<file path="config.mk">
export PLATFORM = sky130hd
export DESIGN_NAME = rssb_loader
export DESIGN_NICKNAME = d
export VERILOG_FILES = /design/src/rtl/rssb_pkg.sv /design/src/rtl/rssb_loader_inc.sv /design/src/rtl/rssb_loader.sv
export SDC_FILE = /design/constraint.sdc
export NUM_CORES = 1
export LEC_CHECK = 0
export ABC_AREA = 1
export CORE_ASPECT_RATIO = 0.8
export CORE_MARGIN = 4
export CORE_UTILIZATION = 45
export DETAILED_ROUTE_END_ITERATION = 10
export PLACE_DENSITY_LB_ADDON = 0.25
export REMOVE_ABC_BUFFERS = 1
export SETUP_SLACK_MARGIN = 0.02
export SYNTH_ARGS = -nofsm -noshare
export SYNTH_HDL_FRONTEND = slang
export SYNTH_SLANG_ARGS = --single-unit
</file>
<file path="constraint.sdc">
create_clock -name clk -period 1.7 [get_ports clk]
set_clock_uncertainty 0.05 [all_clocks]
set_input_delay 0.255 -clock clk [delete_from_list [all_inputs] [get_ports clk]]
set_output_delay 0.255 -clock clk [all_outputs]
set_load 0.005 [all_outputs]
</file>
<file path="src/rtl/rssb_pkg.sv">
// Shared RSSB definitions: default datapath width and the program loader state encoding.
package rssb_pkg;

    localparam int unsigned RSSB_WIDTH = 8;

    typedef enum logic [2:0] {
        S_IDLE,
        S_LEN,
        S_DATA,
        S_CHECK,
        S_RUN,
        S_ERROR
    } loader_state_t;

endpackage

</file>
<file path="src/rtl/rssb_loader_inc.sv">
// Wrapping incrementer shared by the RSSB core and loader address/count paths.
module inc #(
    parameter int unsigned WIDTH = 8
) (
    input  logic [WIDTH-1:0] value,
    output logic [WIDTH-1:0] result
);

    assign result = value + WIDTH'(1);

endmodule

</file>
<file path="src/rtl/rssb_loader.sv">
// Program loader: receives a length/image/checksum frame, writes the image to data memory
// from address 0 and releases the RSSB core from reset only after the checksum verifies.
module rssb_loader
    import rssb_pkg::*;
#(
    parameter int unsigned WIDTH = RSSB_WIDTH
) (
    input  logic             clk,
    input  logic             rst,
    input  logic             start,
    input  logic [WIDTH-1:0] in_data,
    input  logic             in_valid,
    output logic             in_ready,
    output logic             mem_write,
    output logic [WIDTH-1:0] mem_address,
    output logic [WIDTH-1:0] mem_data,
    output logic             core_rst,
    output logic             busy,
    output logic             done,
    output logic             error
);

    loader_state_t    state, state_next;
    logic [WIDTH-1:0] len;
    logic [WIDTH-1:0] count;
    logic [WIDTH-1:0] count_inc;
    logic [WIDTH-1:0] sum;
    logic [WIDTH-1:0] check_total;
    logic [WIDTH-1:0] len_last;
    logic             handshake;

    inc #(.WIDTH(WIDTH)) u_inc (
        .value  (count),
        .result (count_inc)
    );

    assign handshake   = in_valid && in_ready;
    assign check_total = sum + in_data;
    assign len_last    = len - WIDTH'(1);

    always_ff @(posedge clk) begin
        if (rst) begin
            state       <= S_IDLE;
            len         <= '0;
            count       <= '0;
            sum         <= '0;
            mem_write   <= 1'b0;
            mem_address <= '0;
            mem_data    <= '0;
        end else begin
            state     <= state_next;
            mem_write <= 1'b0;
            if (handshake && state == S_LEN) begin
                len   <= in_data;
                count <= '0;
                sum   <= '0;
            end
            if (handshake && state == S_DATA) begin
                mem_write   <= 1'b1;
                mem_address <= count;
                mem_data    <= in_data;
                sum         <= sum + in_data;
                // Hold at N-1 so the count never runs past the last image address.
                if (count != len_last) begin
                    count <= count_inc;
                end
            end
        end
    end

    always_comb begin
        state_next = state;
        in_ready   = 1'b0;
        busy       = 1'b0;
        done       = 1'b0;
        error      = 1'b0;
        core_rst   = 1'b1;
        case (state)
            S_IDLE: begin
                if (start) state_next = S_LEN;
            end
            S_LEN: begin
                in_ready = 1'b1;
                busy     = 1'b1;
                if (handshake) state_next = (in_data == '0) ? S_ERROR : S_DATA;
            end
            S_DATA: begin
                in_ready = 1'b1;
                busy     = 1'b1;
                if (handshake && count == len_last) state_next = S_CHECK;
            end
            S_CHECK: begin
                in_ready = 1'b1;
                busy     = 1'b1;
                if (handshake) state_next = (check_total == '0) ? S_RUN : S_ERROR;
            end
            S_RUN: begin
                done     = 1'b1;
                core_rst = 1'b0;
                if (start) state_next = S_LEN;
            end
            S_ERROR: begin
                error = 1'b1;
                if (start) state_next = S_LEN;
            end
            default: state_next = S_IDLE;
        endcase
    end

endmodule

</file>
=== Yosys cells after proc, flatten, opt, wreduce, memory -nomap -nowiden ===
Index checks and enable logic that the tools add are counted.

* Register bits after elaboration: 44
* Latch bits: 0
* Word-level logic and storage cells: 49
* Memories: 0
* Bits in read-only memories: 0
* Input bits: 12
* Output and inout port bits: 22
* RAM bits: 0

* Order comparisons: 0
* Multiply operators: 0
* Add/subtract/negate cells: 3
* Shift-type cells: 0
* Reductions and logical operators: 11
* Bitwise logic cells: 0
* Equal/unequal tests: 11
* Mux-type cells: 17
* Div/mod/pow operators: 0

{| class="wikitable"
|+ Operators by type and width
! cell !! number
|-
| $mux W8 || 5
|-
| $logic_not A8 Y1 || 2
|-
| $mux W3 || 5
|-
| $pmux W3 S4 || 1
|-
| $add A8 B1 Y8 const B || 1
|-
| $add A8 B8 Y8 || 1
|-
| $eq A8 B8 Y1 || 1
|-
| $ne A8 B8 Y1 || 1
|-
| $sub A8 B1 Y8 const B || 1
|-
| $eq A3 B2 Y1 const B || 2
|-
| $eq A3 B3 Y1 const B || 2
|-
| $mux W1 || 6
|-
| $reduce_or A3 Y1 || 2
|-
| $logic_and A1 B1 Y1 || 4
|-
| $ne A2 B1 Y1 const B || 2
|-
| $ne A2 B2 Y1 const B || 2
|-
| $reduce_and A4 Y1 || 1
|-
| $eq A3 B1 Y1 const B || 1
|-
| $logic_not A3 Y1 || 1
|-
| $reduce_bool A2 Y1 || 1
|}

=== Logic depth before layout (Yosys ltp) ===
Gate-level depths: netlist (run 1).

* Depth in word-level cells: 8
* Depth in mapped cells: 15
* Gate-level depth less buffers: 15

=== Hierarchy ===
A second synthesis (run 1) with hierarchy kept.

* Cell total of the unflattened synthesis: 364
* Area total of the unflattened synthesis: 2486.1 um2

{| class="wikitable"
|+ Modules (own cells, without submodules)
! module !! area an instance (um2) !! instances !! cells an instance !! seq. area each (um2)
|-
| rssb_loader || 2351.0 || 1 || 336 || 880.8
|-
| inc || 135.1 || 1 || 28 || 0.0
|}

=== Worst setup path after synthesis (run 1) ===
Ideal clock, no wire load.

* Path kind: register to register
* Start point: register sum[0]
* End point: register state[0]
* Required time: 1.538 ns
* Data arrival time: 1.609 ns
* Stages on the path, launching flop included: 12
* Library setup time: 0.112 ns
* Clock period less this slack: 1.770 ns
* Setup slack: -0.070 ns
* Buffers on the path: 0
* Cell sequence: dfxtp_1 -> ha_1 -> fa_1 -> xor2_1 -> nor3_1 -> nand3_1 -> nor2_1 -> nand2_1 -> nand2_1 -> nand2_1 -> nor2_1 -> nor2_1

* Longest elaborated chain between the ends: 5

{| class="wikitable"
|+ Ends and longest elaborated chain
! element !! line !! RTL
|-
| start, declared || rssb_loader.sv:27 || <nowiki>logic [WIDTH-1:0] sum;</nowiki>
|-
| start signal, assigned || rssb_loader.sv:62 || <nowiki>sum <= sum + in_data;</nowiki>
|-
| $add A8 B8 Y8 || rssb_loader.sv:38 || <nowiki>assign check_total = sum + in_data;</nowiki>
|-
| $logic_not A8 Y1 || rssb_loader.sv:95 || <nowiki>if (handshake) state_next = (check_total == '0) ? S_RUN : S_ERROR;</nowiki>
|-
| $mux W1 || rssb_loader.sv:95 ||
|-
| $mux W3 || rssb_loader.sv:95 ||
|-
| $pmux W3 S4 || rssb_loader.sv:78 || <nowiki>case (state)</nowiki>
|-
| end signal, assigned || rssb_loader.sv:51 || <nowiki>state <= state_next;</nowiki>
|-
| end, declared || rssb_loader.sv:23 || <nowiki>loader_state_t state, state_next;</nowiki>
|}

No other way between the ends. The select of a mux whose other input is x is not followed.
A chain may end at the register's enable or synchronous reset.

=== Worst setup path in the final report (run 1) ===
Same ends and word-level chain as after synthesis.

==> flow_summary.json, run 1 <==
{
  "status": "finished with violations",
  "violations": "setup timing",
  "clock_latency_ns": 0.31,
  "fp-row-count": 24,
  "synth_seq_cells": 44,
  "grt_pass1_wl_mm": 11.5,
  "die_w_um": 92.8,
  "drc_errors": 0,
  "cts_made_buffers": 5,
  "grt_max_degree": 27,
  "hold_path_depth": 4,
  "required_ns": 1.86,
  "start_util_pct": 46.8,
  "drtIter0Drc": 160,
  "die_y_um": 75.8,
  "area_growth_pct": 42.4,
  "syn-instance-count": 369,
  "min_period_over_period_pct": 106,
  "wl_mm": 7.20,
  "cp.arrival_ns": 1.97,
  "setup_ws_ns": -0.108,
  "num_antenna_cells": 0,
  "cts_tree": "done",
  "clock.fmax_mhz": 553,
  "grt_overflow": 0,
  "cts_buffer_depth": 2,
  "hp-class": "in -> reg",
  "drv_slew": 0,
  "syn_avg_cell_area_um2": 7.01,
  "antenna_found_initial": 0,
  "coreArea_um2": 5530,
  "antenna_left": 0,
  "end_kind": "flip-flop",
  "final_nets": 463,
  "cts_max_level": 2,
  "ctsHoldBuffers": 0,
  "hpwlAfterDp_mm": 4.97,
  "critPathMaxFanout": 3,
  "avgRoutedWirePerCell_um": 13.8,
  "slew_headroom_pct": 78.5,
  "reg2regPathDepth": 11,
  "clk_pin_slew_worst_paths_ns": 0.09,
  "drtPass1Iterations": 4,
  "finalHoldViolations": 0,
  "ios": 34,
  "drive_above_1_share_pct": 29.9,
  "ys_warn_count": 0,
  "min_period_ns": 1.81,
  "grt_use_total_pct": 20.5,
  "setup_viol": 10,
  "power_leakage_nw": 1.66,
  "pre_cts_ws_ns": -0.611,
  "cts-root-buf": "clkbuf_8",
  "critical_path_class": "reg -> reg",
  "worstMarginPinSlew_ns": 0.321,
  "finalWeightedCongestion": 0.933,
  "via_per_inst": 5.13,
  "port_buffers": 33,
  "power_density_nw_per_um2": 1370,
  "synth_area_um2": 2590,
  "cts.sinks": 44,
  "peakVddDrop_uv": 719,
  "grt_pass1_vias": 2462,
  "ys_seq_area_share_pct": 34.0,
  "rsz0062_at_grt": "yes",
  "num_vias": 2668,
  "drv_cap": 0,
  "start_kind": "flip-flop",
  "setup_tns_ns": -0.690,
  "ys_types": 33,
  "finalPower_mw": 5.03,
  "die_area_um2": 7030
}
-- report_power, final --
part | switching [mW] | leakage (nW) | internal, mW | total [mW]
clock | 0.408 | 0.0614 | 0.482 | 0.890
combinational | 1.45 | 1.23 | 1.20 | 2.64
sequential | 0.230 | 0.361 | 1.27 | 1.50
total | 2.08 | 1.66 | 2.95 | 5.03
-- synthesized netlist by cell type --
library cell / number / area share, %
xnor2_1: 2 / 0.68
a21oi_2: 3 / 1.0
nand3_1: 29 / 5.6
o21ai_2: 1 / 0.34
inv_2: 4 / 0.58
nor3_1: 5 / 0.97
clkbuf_1: 5 / 0.73
fa_1: 1 / 0.77
o21a_1: 1 / 0.29
dfxtp_1: 44 / 34
o21ai_0: 26 / 5.0
clkinv_1: 1 / 0.14
nand4_1: 6 / 1.5
nor2_2: 7 / 1.7
ha_1: 9 / 4.4
nand2_1: 73 / 11
buf_4: 1 / 0.29
a21boi_0: 1 / 0.29
nand3b_1: 1 / 0.29
nor2_4: 4 / 1.7
o21ai_1: 1 / 0.19
nor3_2: 2 / 0.77
or2_2: 2 / 0.48
buf_12: 1 / 0.77
xor2_1: 11 / 3.7
nand4_4: 1 / 0.82
a21oi_1: 31 / 6.0
buf_2: 5 / 0.97
nand2_4: 1 / 0.44
nand2_2: 7 / 1.7
inv_1: 42 / 6.1
nor2_1: 36 / 5.2
a32o_1: 5 / 1.9
-- final timing paths --
path / end / slack [ns] / start
hold / removal: mem_data[6] / 0.42 / in_data[6]
setup / recovery: state[0] / -0.11 / sum[0]
setup reg to reg: state[0] / -0.11 / sum[0]
hold reg to reg: sum[7] / 0.43 / sum[7]
-- layout by cell type (no fill, tap or decap), types with 9 or more instances in the layout --
| cell | instances |
|---|---|
| o21ai_0 | 26 |
| nor2_1 | 34 |
| nand3_1 | 20 |
| buf_4 | 39 |
| clkdlybuf4s50_1 | 22 |
| inv_1 | 41 |
| a21oi_1 | 28 |
| nand2_2 | 17 |
| dfxtp_1 | 36 |
| dlygate4sd2_1 | 9 |
| xor2_1 | 9 |
| nand2_1 | 59 |
| nand3_2 | 9 |
-- per-stage QoR --
step / hold WS (ns) / util [%] / cells / instance area, um2
6_report: 0.417 / 66.7 / 520 / 3680
3_3_place_gp: 0.412 / 58.9 / 508 / 3260
5_1_grt: 0.434 / 66.7 / 520 / 3680
2_1_floorplan: 0.274 / - / 357 / 2520
3_5_place_dp: 0.418 / 58.9 / 508 / 3260
4_1_cts: 0.397 / 64.2 / 517 / 3550
-- timing repair --
item                                   in CTS  in global routing
setup buffers                               0                  3
gates cloned                                1                  0
resized for setup                          45                 25
endpoints found under the hold margin       0                  0
pin swaps                                  22                 23
setup endpoints to repair                  19                 21
-- layout make-up --
| cell class | count | area, um2 |
|---|---|---|
| inverter | 47 | 176 |
| fill | 488 | 1840 |
| clock inverter | 2 | 38.8 |
| tap | 78 | 97.6 |
| sequential | 44 | 891 |
| clock buffer | 6 | 82.6 |
| timing repair buffer | 76 | 679 |
| multi-input combinational | 267 | 1720 |
-- logic make-up (layout without fill, tap and decap cells) --
group / count (synthesis) / in the layout / synth area share [%]
compound gates: 69 / 69 / 15.1
simple gates: 174 / 175 / 31.8
buf+inv: 59 / 131 / 9.57
fa+ha+maj: 10 / 10 / 5.13
xor+xnor: 13 / 13 / 4.40
flops: 44 / 44 / 34.0
-- state kept, by name, summed over array words and instances, names as in the netlist --
name / count
mem_data: 8
count: 8
sum: 8
state: 3
mem_write: 1
mem_address: 8
len: 8
-- routing by layer --
metal	GRT usage (%)	share of wire, %	routed length (um)
met5	0	0	0
met4	5.04	1.2	83
met3	3.36	5.8	417
met2	32.9	44	3200
met1	29.0	49	3500
-- critical path, cell delays in order (launching register included) --
cell     delay, ns
dfxtp_2       0.34
ha_4          0.16
fa_2          0.38
xor2_2        0.17
nor3_2        0.15
nand3_1       0.09
nor2_1        0.10
nand2_1       0.05
nand2_1       0.05
nand2_1       0.04
nor2_1        0.09
nor2_1        0.04
Power figures use the tool's default switching activity.
==> run 2: changes to the inputs <==
--- a/config.mk
+++ b/config.mk
@@ -7,8 +7,10 @@
 export LEC_CHECK = 0
 export ABC_AREA = 1
 export CORE_ASPECT_RATIO = 0.8
-export CORE_MARGIN = 4
+export CORE_MARGIN = 2
 export CORE_UTILIZATION = 45
+export CTS_BUF_LIST = sky130_fd_sc_hd__clkbuf_8
+export CTS_CLUSTER_DIAMETER = 40
 export DETAILED_ROUTE_END_ITERATION = 10
 export PLACE_DENSITY_LB_ADDON = 0.25
 export REMOVE_ABC_BUFFERS = 1
==> flow_summary.json, run 2 (same netlist as run 1, synthesis figures left out) <==
{
  "num_antenna_cells": 0,
  "violations": "setup timing",
  "end_kind": "flip-flop",
  "hp-class": "in -> reg",
  "start_kind": "flip-flop",
  "min_period_ns": 1.88,
  "port_buffers": 33,
  "ios": 34,
  "drtPass1Iterations": 5,
  "final_common_cell": "nand2_1",
  "clock.fmax_mhz": 532,
  "drive_above_1_share_pct": 29.4,
  "finalHoldViolations": 0,
  "die_w_um": 88.8,
  "cp.arrival_ns": 2.03,
  "cts_tree": "done",
  "final_nets": 464,
  "clk_pin_slew_worst_paths_ns": 0.09,
  "finalWeightedCongestion": 0.925,
  "critical_path_class": "reg -> reg",
  "die_y_um": 71.8,
  "cts-root-buf": "clkbuf_8",
  "power_density_nw_per_um2": 1420,
  "fillers": 468,
  "antenna_found_initial": 0,
  "hpwlAfterDp_mm": 4.76,
  "die_area_um2": 6380,
  "grt_overflow": 0,
  "cts_max_level": 2,
  "slew_headroom_pct": 77.5,
  "cts.sinks": 44,
  "cts_made_buffers": 5,
  "status": "finished with violations",
  "grt_pass1_wl_mm": 11.3,
  "drv_slew": 0,
  "final_cell_mix": "nand2_1, inv_1, buf_4, dfxtp_1, nor2_1",
  "drc_errors": 0,
  "pre_cts_ws_ns": -0.618,
  "drv_cap": 0,
  "grt_pass1_vias": 2416,
  "clock_latency_ns": 0.31,
  "postLayoutCoreUtil_pct": 67.1,
  "rsz0062_at_grt": "yes",
  "worstMarginPinSlew_ns": 0.336,
  "setup_viol": 13,
  "layout.area.seq_um2": 890,
  "coreArea_um2": 5500,
  "required_ns": 1.85,
  "cts_buffer_depth": 2,
  "critPathMaxFanout": 3,
  "multi_input_area_um2": 1700,
  "avgRoutedWirePerCell_um": 14.0,
  "peakVddDrop_uv": 845,
  "via_per_inst": 5.11,
  "start_util_pct": 47.1,
  "num_vias": 2657,
  "grt_use_total_pct": 22.7,
  "grt_max_degree": 32,
  "setup_ws_ns": -0.180,
  "power_leakage_nw": 1.65,
  "drtIter0Drc": 150,
  "min_period_over_period_pct": 111,
  "antenna_left": 0,
  "fp-row-count": 24,
  "area_growth_pct": 42.5,
  "wl_mm": 7.28
}
==> run 2: critical path: stages, from the launching register on <==
cell	delay [ns]
dfxtp_2	0.34
ha_4	0.16
fa_2	0.38
nand3_1	0.10
nand2_1	0.10
xor2_2	0.17
nand3_1	0.10
nor2_1	0.09
nand2_1	0.06
nand2_1	0.05
nand2_1	0.04
nor2_1	0.08
nor2_1	0.04
==> run 2: power breakdown <==
part | switching (mW) | internal, mW
Clock | 0.384 | 0.579
Sequential | 0.238 | 1.27
Combinational | 1.50 | 1.27
Total | 2.12 | 3.12
==> run 2: layer usage <==
metal	up-vias	GRT usage (%)	part of all wire [%]	wire length, um
met5	-	0	0	0
li1	1347	-	-	-
met3	9	3.57	5.8	423
met2	72	36.2	47	3410
met4	0	5.39	1.1	77
met1	1229	32.2	46	3360
==> run 2: worst paths after layout <==
kind / end / slack [ns] / cells after the start / start
setup reg to reg: state[0] / -0.18 / 12 / sum[0]
hold / removal: mem_data[4] / 0.34 / 4 / in_data[4]
hold reg to reg: sum[7] / 0.43 / 2 / sum[7]
setup / recovery: state[0] / -0.18 / 12 / sum[0]
==> run 2: repair_timing <==
item / CTS / global route
cloned: 1 / 1
pin swaps: 18 / 26
hold buffers: 0 / 0
setup endpoints to repair: 19 / 22
hold endpoints to repair: 0 / 0
resized for setup: 39 / 28
buffers inserted: 3 / 2
==> run 2: stage by stage <==
stage                     TNS, ns  std cells  total power, mW  hold slack, ns  instance area (um2)
final                       -1.24        520             5.24           0.344                 3690
after global routing        -2.89        520             5.63           0.360                 3690
after CTS                  -0.989        517             5.01           0.406                 3540
after detailed placement    -3.88        506             3.85           0.418                 3240
after global placement      -3.38        506             3.79           0.410                 3240
after floorplan            -0.258        357             2.92           0.274                 2520
==> run 2: area by class of cell <==
| cell class | instances | share of cell area (%) |
|---|---|---|
| multi-input cells | 267 | 46.0 |
| flip-flops and latches | 44 | 24.1 |
| repair buffers | 77 | 18.9 |
| inverters | 47 | 4.79 |
| well taps | 78 | 2.65 |
| clock buffers | 5 | 1.87 |
| clock inverters | 2 | 1.63 |
